[src/rtl/clk_div_prog.sv]
// Programmable clock-enable divider: registered tick strobe and 50% clk_out square wave.
// Optional synchronous clear port is enabled by defining CLKDIV_SYNC_CLR_EN.
module clk_div_prog #(
  parameter int DIV_WIDTH = 24,
  parameter int RESET_DIV = 1000
) (
  input  logic                 clk,
  input  logic                 reset,
  input  logic                 en,
  input  logic                 load,
  input  logic [DIV_WIDTH-1:0] div_in,
`ifdef CLKDIV_SYNC_CLR_EN
  input  logic                 sync_clr,
`endif
  output logic                 tick,
  output logic                 clk_out,
  output logic                 pending,
  output logic                 load_err,
  output logic [DIV_WIDTH-1:0] count
);

  localparam logic [DIV_WIDTH-1:0] RST_DIV = DIV_WIDTH'(RESET_DIV);
  localparam logic [DIV_WIDTH-1:0] ONE     = DIV_WIDTH'(1);

  logic [DIV_WIDTH-1:0] cnt_q, cnt_d;
  logic [DIV_WIDTH-1:0] div_q, div_d;
  logic [DIV_WIDTH-1:0] pend_val_q, pend_val_d;
  logic                 pend_q, pend_d;
  logic                 tick_q, tick_d;
  logic                 clk_out_q, clk_out_d;
  logic                 load_err_q, load_err_d;

  logic [DIV_WIDTH-1:0] div_m1;
  logic                 tc;
  logic                 load_ok;

  assign div_m1  = div_q - ONE;
  // ">=" folds the out-of-range recovery case into the normal terminal count.
  assign tc      = en & (cnt_q >= div_m1);
  assign load_ok = load & (div_in != '0);

  always_comb begin
    cnt_d      = cnt_q;
    div_d      = div_q;
    pend_val_d = pend_val_q;
    pend_d     = pend_q;
    tick_d     = 1'b0;
    clk_out_d  = clk_out_q;
    load_err_d = load & (div_in == '0);

    if (en) begin
      if (tc) begin
        cnt_d     = '0;
        tick_d    = 1'b1;
        clk_out_d = ~clk_out_q;
        pend_d    = 1'b0;
        if (load_ok) begin
          div_d = div_in;
        end else if (pend_q) begin
          div_d = pend_val_q;
        end
      end else begin
        cnt_d = cnt_q + ONE;
        if (load_ok) begin
          pend_val_d = div_in;
          pend_d     = 1'b1;
        end
      end
    end else if (load_ok) begin
      div_d  = div_in;
      cnt_d  = '0;
      pend_d = 1'b0;
    end

`ifdef CLKDIV_SYNC_CLR_EN
    if (sync_clr) begin
      cnt_d      = '0;
      div_d      = div_q;
      pend_val_d = '0;
      pend_d     = 1'b0;
      tick_d     = 1'b0;
      clk_out_d  = 1'b0;
      load_err_d = 1'b0;
    end
`endif
  end

  always_ff @(posedge clk or posedge reset) begin
    if (reset) begin
      cnt_q      <= '0;
      div_q      <= RST_DIV;
      pend_val_q <= '0;
      pend_q     <= 1'b0;
      tick_q     <= 1'b0;
      clk_out_q  <= 1'b0;
      load_err_q <= 1'b0;
    end else begin
      cnt_q      <= cnt_d;
      div_q      <= div_d;
      pend_val_q <= pend_val_d;
      pend_q     <= pend_d;
      tick_q     <= tick_d;
      clk_out_q  <= clk_out_d;
      load_err_q <= load_err_d;
    end
  end

  assign tick     = tick_q;
  assign clk_out  = clk_out_q;
  assign pending  = pend_q;
  assign load_err = load_err_q;
  assign count    = cnt_q;

endmodule

[config.mk]
export PLATFORM = sky130hd
export DESIGN_NAME = clk_div_prog
export DESIGN_NICKNAME = d
export VERILOG_FILES = /design/src/rtl/clk_div_prog.sv
export SDC_FILE = /design/constraint.sdc
export NUM_CORES = 1
export LEC_CHECK = 0
export CORE_MARGIN = 1.5
export CORE_UTILIZATION = 35
export DETAILED_ROUTE_END_ITERATION = 8
export PLACE_DENSITY = 0.56
export SLEW_MARGIN = 5
export SYNTH_ARGS = -nofsm -noshare
export SYNTH_HDL_FRONTEND = slang
export SYNTH_SLANG_ARGS = --single-unit
export TNS_END_PERCENT = 1
[constraint.sdc]
create_clock -name clk -period 11.2 [get_ports clk]
set_clock_uncertainty 0.2 [all_clocks]
set_input_delay 2.24 -clock clk [delete_from_list [all_inputs] [get_ports clk]]
set_output_delay 2.24 -clock clk [all_outputs]
set_load 0.1 [all_outputs]
==> results.toml <==
[timing]
hold_viol = 0
layout_min_cycle_time_ns = 5.11
finalSetupViolCount = 0
drv_slew = 0
relSlewSlack = 0.218
tightest_slew_ns = 1.17
fmax_mhz = 196
tns_ns = 0
fin_crit_sh = 0.457
rsz0062_at_grt = "no"

[layout]
finalNetCount = 557
antenna_cells = 0
syn2layout_area_growth_pct = 20.4
finish.instance_area_um2 = 5720
drive_above_1_share = 0.148

[setup_path]
critPathLaunchType = "flip-flop"
arrival_ns = 5.13
crit_family = "simple AND/OR/NAND/NOR gates"
reg2reg_to = "pend_val_q[7]"
cp.depth = 14
cp_cell_sequence = "inv_1 -> ha_1 -> nor3b_2 -> nand4_1 -> nand2b_1 -> nor4_1 -> xnor2_1 -> ha_1 -> a21oi_1 -> nand2_1 -> a21oi_1 -> nand4_2 -> nor3_4 -> mux2_2"
required_ns = 11.22
critPathSlowestCell = "nor3_4"
path_class = "reg2reg"
rr_startpoint = "div_q[0]"
reg2reg_slack_ns = 6.09
rr_worst_depth = 14
path_buf_inv = 1
critPathMaxFanout = 24
crit_path_max_incr_delay_ns = 1.10
cp-endpoint = "pend_val_q[7]"
end_kind = "flip-flop"
startpoint = "div_q[0]"

[synth]
seq_area_frac_synth = 0.402
syn_inst = 452
mappedNetlistNets = 506
synth.top_cell.area_share = 0.369
synth-edff-count = 0
synth_warnings = 0
synth_cell_types = 60
synthArstFlopShare = 1.00
synth.most_common_cell = "dfrtp_1"
synthTopCellsByArea = "dfrtp_1 (37%), ha_1 (6.8%), mux2_2 (5.7%)"
synth-seq-cells = 76
netlist_area_um2 = 4750
yosys.area.top_type = "dfrtp_1"
synthTopCellsByCount = "dfrtp_1 (70), nand2_1 (44), ha_1 (26)"
synthFlopType = "dfrtp_1"
synth_area_per_cell_um2 = 10.5

[run_status]
run_status = "finished clean"

[cts]
cts_buffers = 9
cts_resized = 0
tritoncts = "done"
cts-root-buf = "clkbuf_16"
clock-sinks = 76
h-tree-depth = 3
cts_buffer_depth = 2
postCtsHoldBufs = 0
cts.reportedPaths.clkPinSlew_ns = 0.06
cts_setup_buffers = 0
clk_latency_ns = 0.34

[floorplanning]
die_y_um = 119
die-area_um2 = 14300
rows = 42
top_level_ports = 56
die_x_um = 119
core-area_um2 = 13200
start_util = 0.359

[worst_hold_path]
min_path_type = "reg2reg"

[placement]
placed_area_um2 = 5420
dpl.hpwl_um = 8070
io_buffers = 55
globalplace.congestion = 0.766

[global_routing]
grt_max_degree = 77
grt_pass1_wl_um = 18800
antenna_found_initial = 0
gr-usage-all-layers = 0.167
grt_overflow = 0
grt_pass1_vias = 3703

[power]
vdd_drop_max_uv = 101
powerDensity_nw_per_um2 = 144
cellLeakagePower_nw = 2.26

[routing]
viasPerCell = 5.30
drtIter0Drc = 168
postRouteAntennaNets = 0
drc = 0
wl_per_cell_um = 16.1
dr.pass1.iters = 5
via_count = 3627
wl_um = 11000

[run]
maxCapViolCount = 0
-- kinds of logic after synthesis --
| kind of cell | after synthesis | share of synthesized area |
|---|---|---|
| buffers and inverters | 36 | 0.0411 |
| AO/OA/AOI/OAI | 78 | 0.112 |
| flip-flops | 76 | 0.402 |
| adder cells (fa/ha/maj) | 26 | 0.0685 |
| XOR/XNOR | 31 | 0.0572 |
| multiplexers | 59 | 0.149 |
| AND/OR/NAND/NOR | 146 | 0.170 |
-- metrics by stage --
| step | setup slack [ns] | total power [mW] | hold slack [ns] | cells | util |
|---|---|---|---|---|---|
| floorplan | 6.83 | 0.483 | 0.254 | 452 | - |
| global placement | 5.79 | 0.528 | 0.257 | 668 | 0.409 |
| detailed placement | 5.77 | 0.534 | 0.258 | 668 | 0.409 |
| CTS | 6.05 | 0.838 | 0.270 | 684 | 0.432 |
| global route | 5.60 | 0.872 | 0.305 | 684 | 0.432 |
| finish | 6.09 | 0.825 | 0.262 | 684 | 0.432 |
-- placed cells by master, fill, tap and decap left out, drive strengths merged, types with 4 or more instances in the layout --
cell,instances
clkdlybuf4s50,55
or4,5
inv,19
ha,26
xnor2,24
and4,4
a21oi,17
nor4,16
nor3,10
dfstp,6
mux2,56
nand2,45
nand4,14
and3,4
o21ai,25
xor2,7
dfrtp,70
nand2b,4
o32ai,8
nand3,11
or3,5
clkbuf,11
nor2,19
-- sequential cells by signal, summed over array words and instances, names as in the netlist --
register	flops
pend_val_q	24
clk_out	1
div_q	24
pending	1
load_err	1
count	24
tick	1
-- layer usage --
metal	up-vias	share of wire	GRT usage
met1	1756	0.46	0.217
met2	82	0.49	0.277
li1	1785	-	-
met4	0	0.0044	0.0521
met3	4	0.047	0.0371
met5	-	0	0
-- power by group --
group	switching, mW	internal [mW]
clock	0.117	0.179
combinational	0.0969	0.0854
sequential	0.0347	0.311
total	0.249	0.576
-- worst register-to-register path, stage by stage (launching register included) --
cell and delay (ns):
dfrtp_1 0.41, inv_1 0.10, ha_1 0.18, nor3b_2 0.45, nand4_1 0.22, nand2b_1 0.23, nor4_1 0.26, xnor2_1 0.17
ha_1 0.28, a21oi_1 0.16, nand2_1 0.07, a21oi_1 0.25, nand4_2 0.47, nor3_4 1.11, mux2_2 0.43
-- layout make-up --
type,instances,area [µm²]
inverters,18,67.6
clock inverters,5,60.1
flip-flops and latches,76,1910
multi-input cells,340,2650
well taps,176,220
repair buffers,58,573
fillers,1287,7520
clock buffers,11,243
-- how the worst min path moves through the flow --
stage,end,slack (ns),cells past startpoint,from
global placement,clk_out,0.26,1,clk_out
finish,clk_out,0.26,1,clk_out
detailed placement,clk_out,0.26,1,clk_out
floorplan,pend_val_q[16],0.25,1,pend_val_q[16]
CTS,clk_out,0.27,1,clk_out
global route,clk_out,0.31,1,clk_out
(Power assumes the default switching activity.)
